==> config.mk <==
export PLATFORM = sky130hd
export DESIGN_NAME = syn_accum_ctrl_flat
export DESIGN_NICKNAME = d
export VERILOG_FILES = /design/src/rtl/syn_accum_ctrl_pkg.sv /design/src/rtl/syn_accum_ctrl_if.sv /design/src/rtl/syn_accum_ctrl_spike_prio_enc.sv /design/src/rtl/syn_accum_ctrl.sv /design/src/flat_wrapper.sv
export SDC_FILE = /design/constraint.sdc
export NUM_CORES = 1
export LEC_CHECK = 0
export ABC_AREA = 1
export BUFFER_PORTS_ARGS = -buffer_cell sky130_fd_sc_hd__buf_2
export CAP_MARGIN = 20
export CORE_UTILIZATION = 60
export CTS_CLUSTER_SIZE = 8
export DETAILED_ROUTE_END_ITERATION = 8
export HOLD_SLACK_MARGIN = 0.15
export PLACE_DENSITY = 0.84
export SLEW_MARGIN = 25
export SYNTH_ARGS = -nofsm -noshare
export SYNTH_HDL_FRONTEND = slang
export SYNTH_SLANG_ARGS = --single-unit
==> constraint.sdc <==
create_clock -name clk -period 17.12 [get_ports clk]
set_input_delay 3.424 -clock clk [delete_from_list [all_inputs] [get_ports clk]]
set_output_delay 3.424 -clock clk [all_outputs]
set_load 0.1 [all_outputs]
==> src/rtl/syn_accum_ctrl_pkg.sv <==
// Shared widths, FSM encoding and mask helper for the synaptic accumulate controller.
package syn_accum_ctrl_pkg;

    localparam int N_PRE      = 128;
    localparam int PRE_W      = 7;
    localparam int POST_W     = 4;
    localparam int DATA_WIDTH = 8;
    localparam int ADDR_W     = POST_W + PRE_W;

    typedef enum logic [2:0] {
        ST_IDLE  = 3'd0,
        ST_CLEAR = 3'd1,
        ST_SCAN  = 3'd2,
        ST_DRAIN = 3'd3,
        ST_DONE  = 3'd4
    } state_t;

    // Drops the lowest set bit; matches the bit the priority encoder selects.
    function automatic logic [N_PRE-1:0] clear_lowest(input logic [N_PRE-1:0] m);
        return m & (m - {{(N_PRE-1){1'b0}}, 1'b1});
    endfunction

endpackage

==> src/rtl/syn_accum_ctrl_if.sv <==
// Job request, weight-memory read and MAC accumulate signals of the controller.
interface syn_accum_ctrl_if;
    import syn_accum_ctrl_pkg::*;

    logic                          start_valid;
    logic                          start_ready;
    logic [N_PRE-1:0]              spikes;
    logic [POST_W-1:0]             post_idx;
    logic                          mem_en;
    logic [ADDR_W-1:0]             mem_addr;
    logic signed [DATA_WIDTH-1:0]  mem_rdata;
    logic                          mac_clear;
    logic                          mac_accumulate;
    logic signed [DATA_WIDTH-1:0]  mac_weight;
    logic                          busy;
    logic                          done;

    modport master (
        input  start_valid, spikes, post_idx, mem_rdata,
        output start_ready, mem_en, mem_addr, mac_clear, mac_accumulate, mac_weight, busy, done
    );

    modport slave (
        output start_valid, spikes, post_idx, mem_rdata,
        input  start_ready, mem_en, mem_addr, mac_clear, mac_accumulate, mac_weight, busy, done
    );

endinterface

==> src/rtl/syn_accum_ctrl_spike_prio_enc.sv <==
// Combinational lowest-set-bit encoder over the pending spike mask.
module spike_prio_enc #(
    parameter int N_PRE = 128,
    parameter int PRE_W = $clog2(N_PRE)
) (
    input  logic [N_PRE-1:0] mask,
    output logic [PRE_W-1:0] idx,
    output logic             any_set
);

    always_comb begin
        idx     = '0;
        any_set = |mask;
        // Scan downwards so the last hit, the lowest index, wins.
        for (int i = N_PRE - 1; i >= 0; i--) begin
            if (mask[i]) begin
                idx = PRE_W'(i);
            end
        end
    end

endmodule

==> src/rtl/syn_accum_ctrl.sv <==
// Scans a spike vector, reads one weight per set bit and streams accumulate beats to the MAC.
module syn_accum_ctrl
    import syn_accum_ctrl_pkg::*;
(
    input  logic              clk,
    input  logic              rst_n,
    syn_accum_ctrl_if.master  bus
);

    state_t            state_reg, state_next;
    logic [N_PRE-1:0]  mask_reg, mask_next, mask_rest;
    logic [POST_W-1:0] post_reg;
    logic              accum_reg;
    logic [PRE_W-1:0]  pre_idx;
    logic              any_set;
    logic              accept;
    logic              mem_en;
    logic              mac_clear;
    logic              done;

    spike_prio_enc #(
        .N_PRE (N_PRE),
        .PRE_W (PRE_W)
    ) u_prio_enc (
        .mask    (mask_reg),
        .idx     (pre_idx),
        .any_set (any_set)
    );

    assign accept    = bus.start_valid && (state_reg == ST_IDLE);
    assign mask_rest = clear_lowest(mask_reg);

    always_ff @(posedge clk or negedge rst_n) begin
        if (!rst_n) begin
            state_reg <= ST_IDLE;
            mask_reg  <= '0;
            post_reg  <= '0;
            accum_reg <= 1'b0;
        end else begin
            state_reg <= state_next;
            mask_reg  <= mask_next;
            accum_reg <= mem_en;
            if (accept) begin
                post_reg <= bus.post_idx;
            end
        end
    end

    always_comb begin
        state_next = state_reg;
        mask_next  = mask_reg;
        mem_en     = 1'b0;
        mac_clear  = 1'b0;
        done       = 1'b0;
        case (state_reg)
            ST_IDLE: begin
                if (accept) begin
                    mask_next  = bus.spikes;
                    state_next = ST_CLEAR;
                end
            end
            ST_CLEAR: begin
                mac_clear  = 1'b1;
                state_next = ST_SCAN;
            end
            ST_SCAN: begin
                if (any_set) begin
                    mem_en    = 1'b1;
                    mask_next = mask_rest;
                    if (mask_rest == '0) begin
                        state_next = ST_DRAIN;
                    end
                end else begin
                    state_next = ST_DRAIN;
                end
            end
            // The last read's data is accumulated during this cycle.
            ST_DRAIN: state_next = ST_DONE;
            ST_DONE: begin
                done       = 1'b1;
                state_next = ST_IDLE;
            end
            default: state_next = ST_IDLE;
        endcase
    end

    assign bus.start_ready    = (state_reg == ST_IDLE);
    assign bus.busy           = (state_reg != ST_IDLE);
    assign bus.done           = done;
    assign bus.mem_en         = mem_en;
    assign bus.mem_addr       = mem_en ? {post_reg, pre_idx} : '0;
    assign bus.mac_clear      = mac_clear;
    assign bus.mac_accumulate = accum_reg;
    assign bus.mac_weight     = accum_reg ? bus.mem_rdata : '0;

endmodule

==> src/flat_wrapper.sv <==
// flat-port wrapper written by rule: the top's interface ports become plain ports
module syn_accum_ctrl_flat import syn_accum_ctrl_pkg::*;
  (clk, rst_n, bus_start_valid, bus_spikes, bus_post_idx, bus_mem_rdata, bus_start_ready, bus_mem_en, bus_mem_addr, bus_mac_clear, bus_mac_accumulate, bus_mac_weight, bus_busy, bus_done);
  syn_accum_ctrl_if bus_i ();
  input  logic clk;
  input  logic rst_n;
  input wire logic [$bits(bus_i.start_valid)-1:0] bus_start_valid;
  input wire logic [$bits(bus_i.spikes)-1:0] bus_spikes;
  input wire logic [$bits(bus_i.post_idx)-1:0] bus_post_idx;
  input wire logic [$bits(bus_i.mem_rdata)-1:0] bus_mem_rdata;
  output wire logic [$bits(bus_i.start_ready)-1:0] bus_start_ready;
  output wire logic [$bits(bus_i.mem_en)-1:0] bus_mem_en;
  output wire logic [$bits(bus_i.mem_addr)-1:0] bus_mem_addr;
  output wire logic [$bits(bus_i.mac_clear)-1:0] bus_mac_clear;
  output wire logic [$bits(bus_i.mac_accumulate)-1:0] bus_mac_accumulate;
  output wire logic [$bits(bus_i.mac_weight)-1:0] bus_mac_weight;
  output wire logic [$bits(bus_i.busy)-1:0] bus_busy;
  output wire logic [$bits(bus_i.done)-1:0] bus_done;
  assign bus_i.start_valid = bus_start_valid;
  assign bus_i.spikes = bus_spikes;
  assign bus_i.post_idx = bus_post_idx;
  assign bus_i.mem_rdata = bus_mem_rdata;
  assign bus_start_ready = bus_i.start_ready;
  assign bus_mem_en = bus_i.mem_en;
  assign bus_mem_addr = bus_i.mem_addr;
  assign bus_mac_clear = bus_i.mac_clear;
  assign bus_mac_accumulate = bus_i.mac_accumulate;
  assign bus_mac_weight = bus_i.mac_weight;
  assign bus_busy = bus_i.busy;
  assign bus_done = bus_i.done;
  syn_accum_ctrl u_core (.clk(clk), .rst_n(rst_n), .bus(bus_i));
endmodule
== Yosys cells after proc, flatten, opt, wreduce, memory -nomap -nowiden ==
Cells that the tools add are included.
Storage, ports and cells
  bits in registers: 136
  bits in latches: 0
  bits in writable memories: 0
  bits in read-only memories: 0
  input port bits: 143
  output and inout bits: 25
  memories: 0
Cells by class
  add/sub/neg operators: 1
  multiply operators: 0
  div/mod/pow operators: 0
  order comparisons: 0
  eq/ne operators: 7
  shift-type cells: 0
  multiplexer cells: 141
  bitwise gates (word level): 1
  reductions and logical operators: 8
Operator list (number)
  two-way mux 7 bit: 128
  two-way mux 128 bit: 2
  one-hot mux 128 bit (2 select lines): 1
  bitwise AND 128 bit: 1
  logical NOT 128 bit: 1
  OR reduction 128 bit: 1
  subtractor 128 x 1 -> 128 bit, second input constant: 1
  one-hot mux 3 bit (4 select lines): 1
  two-way mux 11 bit: 1
  two-way mux 3 bit: 3
  two-way mux 8 bit: 1
  equality test 3 x 2 -> 1 bit, second input constant: 2
  two-way mux 1 bit: 4
  inequality test 2 x 1 -> 1 bit, second input constant: 2
  equality test 3 x 1 -> 1 bit, second input constant: 1
  equality test 3 bit, second input constant: 1
  logical NOT 3 bit: 1
  inequality test 3 bit, second input constant: 1
  AND reduction 3 bit: 1
  nonzero test 3 bit: 1
  AND reduction 2 bit: 1
  nonzero test 2 bit: 1
  logical AND 1 bit: 1

== Depth between registers and ports, before layout ==
Gate-level depths: netlist of the first run.
  word-level depth: 129
  mapped depth: 127
  depth with buffers taken out: 127

== Hierarchy ==
Synthesis of the first run repeated with hierarchy kept, for this count alone.
Second synthesis, totals
  cell total of the unflattened synthesis: 2224
  area, all modules: 12334.3 µm²
Modules (own cells, without submodules)
  syn_accum_ctrl: times used 1, cells an instance 1746, area each 10366.2 µm², seq. area each 3403.3 µm²
  spike_prio_enc: times used 1, cells an instance 478, area each 1968.1 µm², seq. area each 0.0 µm²

== Worst setup path after synthesis of the first run ==
Ideal clock, no wire load.
  path kind: flip-flop to output port
  start: register u_core.mask_reg[0]
  end: output bus_mem_addr[6]
  arrival time: 8.338 ns
  setup slack: 5.358 ns
  cell stages (with the launch flop): 27
  cells stage by stage: dfrtp_1 > nor2_1 > inv_1 > nor2_1 > inv_1 > nor2_1 > inv_1 > nor2_1 > inv_1 > nor2_1 > inv_1 > nor2_1 > nand2_1 > nor2_1 > nand3_1 > nor3_1 > inv_1 > nor2_1 > inv_1 > nor2_1 > inv_1 > nor2_1 > nand2_1 > nor2_1 > a21oi_1 > inv_1 > a2111oi_0
On the way
  cells in the longest elaborated chain, start to end: 4
  elaborated cells on any way between the ends: 5
RTL lines
  from (decl): RTL line syn_accum_ctrl.sv:11  | logic [N_PRE-1:0] mask_reg, mask_next, mask_rest;
  from (signal assigned): RTL line syn_accum_ctrl.sv:41  | mask_reg <= mask_next;
  OR reduction 128 bit: RTL line syn_accum_ctrl_spike_prio_enc.sv:13  | any_set = |mask;
  two-way mux 1 bit: RTL line syn_accum_ctrl.sv:67  | if (any_set) begin
  two-way mux 1 bit: RTL line syn_accum_ctrl.sv:55  | case (state_reg)
  via bus_mem_en: RTL line flat_wrapper.sv:12  | output wire logic [$bits(bus_i.mem_en)-1:0] bus_mem_en;
  two-way mux 11 bit: RTL line syn_accum_ctrl.sv:91  | assign bus.mem_addr = mem_en ? {post_reg, pre_idx} : '0;
  to (decl): RTL line flat_wrapper.sv:13  | output wire logic [$bits(bus_i.mem_addr)-1:0] bus_mem_addr;
The timed path passes the listed nets, and every way through them passes these cells.

== Worst setup path in the final report of the first run ==
  start: register u_core.mask_reg[126]
  end: output bus_mem_addr[0]
On the way
  cells in the longest elaborated chain, start to end: 128
  elaborated cells on any way between the ends: 131
RTL lines
  two-way mux 7 bit (127 in series): RTL line syn_accum_ctrl_spike_prio_enc.sv:16  | if (mask[i]) begin
  two-way mux 11 bit (*): RTL line syn_accum_ctrl.sv:91
Every way passes the cells marked *; elsewhere a longest branch is shown, timed or not.

==> impl_results.md, run 1 <==
* Outcome: complete, no violations
* Crit path required time at 13.70 ns
* Number of flops mapped to enable cells by yosys at 0
* Share of layout cells above drive strength 1 at 12.1%
* Rel. slew slack at 37.0%
* Crit Path Max Fanout at 3
* Hold Crit Class: reg -> reg
* Critical Path End Type: output pin
* Grt ovf at 0
* DRC at 0
* PnR worst setup slack at 6.00 ns
* Place WS at 6.72 ns
* Syn Area/Cell at 6.07 um2
* Setup TNS at 0 ns
* DIE AREA at 0.0177 mm2
* Final setup skew at 0.0104 ns
* Largest register FFs at 128
* Die Y at 133 um
* Slowest stage delay, CP at 0.43 ns
* Row count at 47
* Synthesized area at 0.0103 mm2
* Layout area overhead at 15.3%
* Worst hold start: u_core.mask_reg[127]
* WL/cell at 14.5 um
* Largest net degree at the start of global routing at 135
* GRT Overall Usage at 34.8%
* DIE WIDTH at 133 um
* Crit path kind: reg -> out
* CP startpoint: u_core.mask_reg[126]
* Final setup fails at 0
* CTS sink count at 136
* Peak VDD IR at 0.0724 mV
* Pre-Repair DR Iteration Count at 6
* Pwr/cell area at 77.7 mW/mm2
* Yosys top cell by area: dfrtp_1
* Predominant post-synthesis flop cell: dfrtp_1
* CTS Buf Count at 17
* Initial antenna violation count at 1
* Clock buffer depth at 2
* Static Leak at 0.00666 uW
* DRT iter0 DRCs at 1,065
* Final WL at 29,900 um
* Top-area cell type share of the netlist area at 33.0%
* Fin. Hold Viols at 0
* Worst-skew pair later-pin latency at 0.44 ns
* Yosys Warn Count at 0
* CTS Root Cell: clkbuf_16
* Setup repair bufs after CTS at 0
* Clock-pin slew on the worst setup and hold paths at 0.06 ns
* Mapped Cells at 1,697
* First-pass GRT wire length at 49,300 um
* Ports at 168
* Synth area leaders: dfrtp_1 33%, nand2_1 14%, inv_1 12%
* Port Buffer Count at 167
* Actual slew at the worst max-slew pin at 0.945 ns
* RR Startpoint: u_core.mask_reg[0]
* Vias at 11,436
* Hold WS at 0.524 ns
* Register area share after synthesis at 33.0%
* Vias in the first global route at 10,442
* Tot Pwr at 922 uW
* Tmin final at 11.12 ns
* Placer Congestion at 0.933
* Max Cap Viol at 0
* Leading cell types by count after synthesis: 394 x nand2_1, 321 x inv_1, 296 x nor2_1
* Most used cell, CP: nand2_1
* RSZ-0062 raised after global routing: no
* #FFs+latches synth at 136
* Core area at 0.0166 mm2
* Ys async rst share at 100%
* Period utilisation layout at 65.0%
* Max-slew violations at 0
* H-tree depth at 4
* Top-count cell post-synth: nand2_1
* Yosys cell types at 35
* Data arrival time of the worst path at 7.70 ns
* Vias/cell at 5.53
* Max frequency at 0.0899 GHz
* Cts-stage hold buffer count at 0
* Post-synth net total at 1,840
* Post_cts resized at 0
* Crit path launch type: flop
* Post-DRT Antenna Nets at 0
* TritonCTS clock tree: built
* Initial Utilization at 61.9%
* Fin nets at 1,977
* Slowest-stage cell, CP: buf_2
* Hpwl dp at 21,800 um
## cell type report
| cell class | instances | area, um2 |
|---|---|---|
| inverter | 343 | 1420 |
| clock buffer | 19 | 443 |
| tap | 220 | 275 |
| timing repair buffer | 173 | 895 |
| clock inverter | 13 | 146 |
| sequential | 136 | 3400 |
| multi-input combinational | 1163 | 5290 |
| fill | 1491 | 4770 |
| antenna | 1 | 2.50 |
## logic make-up after synthesis
logic type	after synthesis	synth area share, %
buffers and inverters	398	15.7
AND/OR/NAND/NOR	800	31.3
flip-flops	136	33.0
AO/OA/AOI/OAI	363	19.9
## power breakdown
group          leakage, uW  internal (uW)  switching [uW]
sequential         0.00170            331            9.78
combinational      0.00467           66.4             141
clock             0.000290            220             154
## metal layers
metal	wire (um)	vias to the layer above	track usage, %
met5	0	-	0
met4	820	0	13.6
met3	2270	66	5.44
met2	13700	517	55.3
met1	13100	5160	47.7
li1	-	5693	-
## stage by stage
stage	util [%]	instance area [um2]	std cells
finish	71.3	11900	2068
global route	71.3	11900	2068
CTS	71.3	11900	2067
detailed placement	67.7	11300	2035
global placement	67.7	11300	2035
floorplan	-	10300	1697
## critical path: cells and delay by family, from the launching register on
| family | cells | cell delay [ns] |
|---|---|---|
| AO/OA/AOI/OAI | 1 | 0.10 |
| flip-flops | 1 | 0.40 |
| AND/OR/NAND/NOR | 125 | 6.19 |
| buffers and inverters | 2 | 0.51 |
## cell usage in the layout, fill, tap and decap left out, drive strengths merged, types with 13 or more instances in the layout
cell type,Yosys,routed
nand3,20,20
nor4,24,24
o21ai,193,193
o22ai,18,18
dfrtp,136,136
clkinv,7,13
o211ai,31,31
nor2,296,296
nand4,35,35
a22oi,14,14
buf,4,173
nand2,394,394
nor3,27,27
a21oi,59,59
clkbuf,51,19
a31oi,28,28
inv,327,331
## final timing paths
kind	end	slack, ns	depth (start not counted)
setup / recovery	bus_mem_addr[0]	6.00	128
hold / removal	u_core.mask_reg[127]	0.52	2
setup reg to reg	u_core.state_reg[0]	9.23	44
hold reg to reg	u_core.mask_reg[127]	0.52	2
max in group asynchronous	u_core.mask_reg[65]	13.05	2
min in group asynchronous	u_core.mask_reg[95]	2.95	1
Power figures use the tool's default switching activity.
==> inputs of run 2 (changes only) <==
--- a/config.mk
+++ b/config.mk
@@ -8,11 +8,11 @@
 export ABC_AREA = 1
 export BUFFER_PORTS_ARGS = -buffer_cell sky130_fd_sc_hd__buf_2
 export CAP_MARGIN = 20
-export CORE_UTILIZATION = 60
+export CORE_UTILIZATION = 53
 export CTS_CLUSTER_SIZE = 8
 export DETAILED_ROUTE_END_ITERATION = 8
 export HOLD_SLACK_MARGIN = 0.15
-export PLACE_DENSITY = 0.84
+export PLACE_DENSITY = 0.79
 export SLEW_MARGIN = 25
 export SYNTH_ARGS = -nofsm -noshare
 export SYNTH_HDL_FRONTEND = slang
==> constraint.sdc (replaced) <==
create_clock -name clk -period 9.74 [get_ports clk]
set_input_delay 1.948 -clock clk [delete_from_list [all_inputs] [get_ports clk]]
set_output_delay 1.948 -clock clk [all_outputs]
set_load 0.1 [all_outputs]
==> impl_results.md, run 2 (synthesis results as in run 1) <==
* Most used cell, CP: nand2_1
* Fin. Hold Viols at 0 (unchanged)
* Placer Congestion at 0.941 (+0.93%)
* Period utilisation layout at 95.2%
* Outcome: complete, no violations
* Worst path bufs/invs at 2 (unchanged)
* Critical Path End Type: output pin
* Core area at 0.0189 mm2 (+14%)
* Sw Ratio at 32.7% (-0.44 points)
* GRT Overall Usage at 31.4% (-3.4 points)
* WL/cell at 14.4 um (-0.57%)
* Net Sw Power at 542 uW (+78%)
* Pre-Repair DR Iteration Count at 8 (+2)
* Data arrival time of the worst path at 7.33 ns (-0.37 ns)
* Placed cells at 2,075 (+2.0%)
* Vias in the first global route at 10,665 (+2.1%)
* Int Pwr at 1120 uW (+81%)
* Crit path kind: reg -> out
* Slowest-stage cell, CP: dfrtp_1
* Rel. slew slack at 38.0% (+1.0 points)
* Crit path launch type: flop
* Final setup fails at 0 (unchanged)
* CTS Root Cell: clkbuf_16
* Clock buffer depth at 2 (unchanged)
* TritonCTS clock tree: built
* Hold Crit Class: reg -> reg
* Register Area at 0.00340 mm2 (unchanged)
* DIE AREA at 0.0200 mm2 (+13%)
* Clock-pin slew on the worst setup and hold paths at 0.06 ns (about the same)
* Actual slew at the worst max-slew pin at 0.930 ns (-0.0152 ns)
* Initial antenna violation count at 3 (+2)
* First-pass GRT wire length at 50,000 um (+1.5%)
* CTS sink count at 136 (unchanged)
* Grt ovf at 0 (unchanged)
* Largest net degree at the start of global routing at 128 (-5.2%)
* Most frequent cells in the layout: 393 x nand2_1, 321 x inv_1, 294 x nor2_1
* Port Buffer Count at 167 (unchanged)
* Design Area, Final at 0.0120 mm2 (+0.84%)
* Final WL at 30,300 um (+1.5%)
* DRC at 0 (unchanged)
* Layout area overhead at 16.2%
* Multi-input logic area at 0.00529 mm2 (about the same)
* DRT iter0 DRCs at 937 (-12%)
* Post-DRT Antenna Nets at 0 (unchanged)
* Slowest stage delay, CP at 0.39 ns (-0.04 ns)
* Die Y at 141 um (+6.3%)
* Largest register FFs at 128 (unchanged)
* Ports at 168 (unchanged)
* Crit path required time at 7.79 ns (-5.91 ns)
* Pwr/cell area at 139 mW/mm2 (+79%)
* Clock network power share at 41.4% (+0.8 points)
* CTS Buf Count at 17 (unchanged)
* Tmin final at 9.28 ns
* Share of layout cells above drive strength 1 at 12.2% (+0.10 points)
* Fin nets at 1,978 (+0.051%)
* RSZ-0062 raised after global routing: yes
* Worst-skew pair later-pin latency at 0.44 ns (about the same)
* Logic gate share of total power at 22.6% (about the same)
* Vias/cell at 5.41 (-2.1%)
* H-tree depth at 4 (unchanged)
* Max frequency at 0.108 GHz
* Max Cap Viol at 0 (unchanged)
* DIE WIDTH at 141 um (+6.3%)
* Hpwl dp at 22,200 um (+1.9%)
* Vias at 11,423 (-0.11%)
* Placed cell area at 0.0113 mm2 (+0.46%)
* Sequential Power Share at 36.0% (-0.9 points)
* Setup TNS at 0 ns (unchanged)
* Final setup skew at 0.0117 ns (+0.00129 ns)
* CP delay by family, top: simple AND/OR/NAND/NOR gates
* Cts-stage hold buffer count at 0 (unchanged)
* Row count at 50 (+6.4%)
* Final Non-Filler Cells at 2,111 (+2.1%)
* Filler Cell Count at 1,836 (+23%)
* Peak VDD IR at 0.115 mV (+59%)
* Initial Utilization at 54.5% (-7.4 points)
* Crit Path Max Fanout at 3 (unchanged)
* Commonest non-fill, non-tap cell in the layout: nand2_1
* R2r setup slk at 1.71 ns (-7.52 ns)
* Max-slew violations at 0 (unchanged)
* Static Leak at 0.00667 uW (about the same)
run 2: changes by cell type in the layout (fill, tap and decap cells not counted), moves of 2 or more:
cell / delta
diode_2: +2
clkinv_2: -2
clkinv_4: -2
buf_4: +2
clkinvlp_4: +3
run 2: area by class of cell:
cell class	count	area share [%]
clock buffer	19	3.70
clock inverter	13	1.41
timing repair buffer	174	7.63
sequential	136	28.4
multi-input combinational	1163	44.2
antenna	3	0.0627
tap	260	2.72
inverter	343	11.9
run 2: worst paths after layout:
| kind | from | to | depth (start not counted) |
|---|---|---|---|
| setup / recovery | u_core.mask_reg[126] | bus_mem_addr[0] | 128 |
| hold / removal | u_core.post_reg[3] | u_core.post_reg[3] | 2 |
| setup reg to reg | u_core.mask_reg[0] | u_core.state_reg[0] | 42 |
| hold reg to reg | u_core.post_reg[3] | u_core.post_reg[3] | 2 |
| max in group asynchronous | rst_n | u_core.post_reg[0] | 2 |
| min in group asynchronous | rst_n | u_core.mask_reg[81] | 1 |
run 2: repair_timing:
action,4_1_cts,5_1_grt
setup buffers,0,1
endpoints found under the hold margin,0,0
gates resized for setup,0,6
endpoints found under the setup margin,0,1
run 2: tightest hold or removal path: stages, from the launching register on:
cell     delay (ns)
dfrtp_1        0.36
inv_1          0.06
o21ai_0        0.08
run 2: through the flow:
stage	power, uW	setup slack (ns)	hold WS [ns]	util [%]
final	1660	0.463	0.546	63.4
after detailed placement	966	0.847	0.518	59.9
after global placement	963	0.873	0.518	59.9
after floorplan	871	0.811	0.491	-
after CTS	1650	0.348	0.534	63.2
after global routing	1740	-0.851	0.584	63.3
run 2: power groups by stage:
stage               Sequential [uW]  Combinational [uW]  Clock [uW]
floorplan                       603                 268           0
global placement                607                 356           0
detailed placement              608                 358           0
CTS                             598                 361         691
global route                    601                 421         717
finish                          599                 375         687
run 2: metal layers:
layer | wire (um) | part of all wire [%] | GRT usage (%) | vias to the layer above
met2 | 14300 | 47 | 53.0 | 451
met4 | 1000 | 3.3 | 13.8 | 0
met5 | 0 | 0 | 0 | -
li1 | - | - | - | 5700
met3 | 2030 | 6.7 | 4.69 | 74
met1 | 13000 | 43 | 40.1 | 5198
==> inputs of run 3 (changes only) <==
--- a/config.mk
+++ b/config.mk
@@ -8,11 +8,11 @@
 export ABC_AREA = 1
 export BUFFER_PORTS_ARGS = -buffer_cell sky130_fd_sc_hd__buf_2
 export CAP_MARGIN = 20
-export CORE_UTILIZATION = 53
+export CORE_UTILIZATION = 58
 export CTS_CLUSTER_SIZE = 8
 export DETAILED_ROUTE_END_ITERATION = 8
 export HOLD_SLACK_MARGIN = 0.15
-export PLACE_DENSITY = 0.79
+export PLACE_DENSITY = 0.82
 export SLEW_MARGIN = 25
 export SYNTH_ARGS = -nofsm -noshare
 export SYNTH_HDL_FRONTEND = slang
==> constraint.sdc (replaced) <==
create_clock -name clk -period 8.97 [get_ports clk]
set_input_delay 1.794 -clock clk [delete_from_list [all_inputs] [get_ports clk]]
set_output_delay 1.794 -clock clk [all_outputs]
set_load 0.1 [all_outputs]
==> impl_results.md, run 3 (synthesis results as in run 1) <==
* Outcome: complete, but fails checks
* Failing checks: negative setup slack
* Clock buffer depth at 2 (unchanged)
* DRT iter0 DRCs at 1,010 (+7.8%)
* Max Cap Viol at 0 (unchanged)
* Register Area at 0.00340 mm2 (unchanged)
* Pre-Repair DR Iteration Count at 7 (-1)
* Cts-stage hold buffer count at 0 (unchanged)
* Tmin final at 9.22 ns
* Core area at 0.0173 mm2 (-8.5%)
* Row count at 48 (-4.0%)
* RR Startpoint: u_core.mask_reg[0]
* Vias in the first global route at 10,578 (-0.82%)
* Hpwl dp at 22,100 um (-0.55%)
* Final setup skew at 0.00849 ns (-0.00320 ns)
* Sequential Power Share at 35.2% (-0.8 points)
* DRC at 0 (unchanged)
* GRT Overall Usage at 33.8% (+2.3 points)
* TritonCTS clock tree: built
* Largest register FFs at 128 (unchanged)
* Worst hold start: u_core.post_reg[1]
* Int Pwr at 1270 uW (+14%)
* First-pass GRT wire length at 49,100 um (-1.8%)
* Data arrival time of the worst path at 7.43 ns (+0.10 ns)
* Layout area overhead at 16.1%
* Hold endpoint: u_core.post_reg[1]
* WL/cell at 14.8 um (+2.8%)
* Crit path required time at 7.18 ns (-0.61 ns)
* Worst Reg-to-Reg Cells at 42 (unchanged)
* Commonest non-fill, non-tap cell in the layout: nand2_1
* Slowest stage delay, CP at 0.39 ns (about the same)
* Fin nets at 1,978 (unchanged)
* CTS sink count at 136 (unchanged)
* Peak VDD IR at 0.194 mV (+68%)
* Place WS at 0.365 ns (-0.482 ns)
* Worst-skew pair later-pin latency at 0.44 ns (about the same)
* DIE WIDTH at 135 um (-4.3%)
* Sw Ratio at 31.1% (-1.6 points)
* Ports at 168 (unchanged)
* Filler Cell Count at 1,533 (-17%)
* Rel. slew slack at 34.1% (-3.9 points)
* Logic gate share of total power at 22.1% (-0.5 points)
* Critical Path End Type: output pin
* Crit path kind: reg -> out
* Static Leak at 0.00669 uW (+0.31%)
* Net Sw Power at 574 uW (+5.8%)
* Initial Utilization at 59.5% (+5.0 points)
* Reg-to-Reg End: u_core.state_reg[0]
* Max-slew violations at 0 (unchanged)
* Final WL at 30,600 um (+0.95%)
* Max frequency at 0.108 GHz
* H-tree depth at 4 (unchanged)
* Tot Pwr at 1850 uW (+11%)
* Placer Congestion at 0.955 (+1.4%)
* Largest net degree at the start of global routing at 117 (-8.6%)
* Vias/cell at 5.55 (+2.6%)
* Slowest-stage cell, CP: dfrtp_1
* Post_cts resized at 0 (unchanged)
* WHS Path Cells at 2 (unchanged)
* Hold Crit Class: reg -> reg
* Post-DRT Antenna Nets at 0 (unchanged)
* R2r setup slk at 1.04 ns (-0.67 ns)
* Vias at 11,509 (+0.75%)
* RSZ-0062 raised after global routing: yes
* DIE AREA at 0.0183 mm2 (-8.5%)
* Clock-pin slew on the worst setup and hold paths at 0.06 ns (about the same)
* Fin. Hold Viols at 0 (unchanged)
* Final setup fails at 1 (+1)
* Multi-input logic area at 0.00529 mm2 (about the same)
* Most frequent cells in the layout: 394 x nand2_1, 321 x inv_1, 294 x nor2_1
* Initial antenna violation count at 4 (+1)
* Period utilisation layout at 103%
* Most used cell, CP: nand2_1
* Share of layout cells above drive strength 1 at 12.1% (-0.10 points)
* Port Buffer Count at 167 (unchanged)
* Die Y at 135 um (-4.3%)
* Grt ovf at 0 (unchanged)
* Pwr/cell area at 155 mW/mm2 (+11%)
* CTS Buf Count at 17 (unchanged)
* PnR worst setup slack at -0.253 ns (-0.716 ns)
* CTS Root Cell: clkbuf_16
* Clock network power share at 42.7% (+1.3 points)
* Actual slew at the worst max-slew pin at 0.989 ns (+0.0586 ns)
* Crit Path Max Fanout at 2 (-1)
* Crit path launch type: flop
-- run 3: through the flow --
| step | cell area [um2] | setup TNS (ns) | hold WS, ns | cells | utilization, % |
|---|---|---|---|---|---|
| 4_1_cts | 12000 | -0.170 | 0.544 | 2072 | 69.1 |
| 2_1_floorplan | 10300 | 0 | 0.491 | 1697 | - |
| 3_3_place_gp | 11300 | 0 | 0.518 | 2039 | 65.2 |
| 3_5_place_dp | 11300 | 0 | 0.528 | 2039 | 65.2 |
| 6_report | 12000 | -0.253 | 0.543 | 2074 | 69.1 |
| 5_1_grt | 12000 | -1.36 | 0.581 | 2073 | 69.1 |
-- run 3: repair_timing --
| item | 4_1_cts | 5_1_grt |
|---|---|---|
| setup endpoints to repair | 1 | 1 |
| cloned | 0 | 0 |
| pin swaps | 1 | 2 |
| setup buffers | 2 | 0 |
-- run 3: worst max-delay path: cells and delay by family (launching register included) --
family	cells	cell delay, ns
AO/OA/AOI/OAI	1	0.17
buffers and inverters	2	0.25
flip-flops	1	0.39
AND/OR/NAND/NOR	125	6.14
-- run 3: worst max path at each step --
stage                              start               to  slack, ns  depth (start not counted)
floorplan             u_core.mask_reg[0]  bus_mem_addr[6]       0.20                         26
global placement    u_core.mask_reg[126]  bus_mem_addr[0]       0.47                        128
detailed placement  u_core.mask_reg[126]  bus_mem_addr[0]       0.37                        128
CTS                 u_core.mask_reg[126]  bus_mem_addr[0]      -0.17                        128
global route        u_core.mask_reg[126]  bus_mem_addr[0]      -1.36                        128
finish              u_core.mask_reg[126]  bus_mem_addr[0]      -0.25                        128
-- run 3: final cells by class --
class,count,area share (%)
multi-input combinational,1163,44.2
sequential,136,28.5
inverter,343,11.9
timing repair buffer,174,7.61
clock buffer,20,3.82
tap,225,2.35
clock inverter,11,1.63
antenna,2,0.0419
-- run 3: power groups by stage --
stage / registers [uW] / clock network, uW / logic (uW)
final: 650 / 789 / 409
after global routing: 652 / 819 / 454
after CTS: 649 / 791 / 407
after detailed placement: 660 / 0 / 400
after global placement: 660 / 0 / 396
after floorplan: 655 / 0 / 291
-- run 3: layer usage --
layer  vias to the layer above  track usage, %  part of all wire (%)
met3                        82            5.99                   7.6
met1                      5237            42.8                    41
met2                       500            57.5                    49
met5                         -               0                 0.082
li1                       5686               -                     -
met4                         4            12.1                   3.0
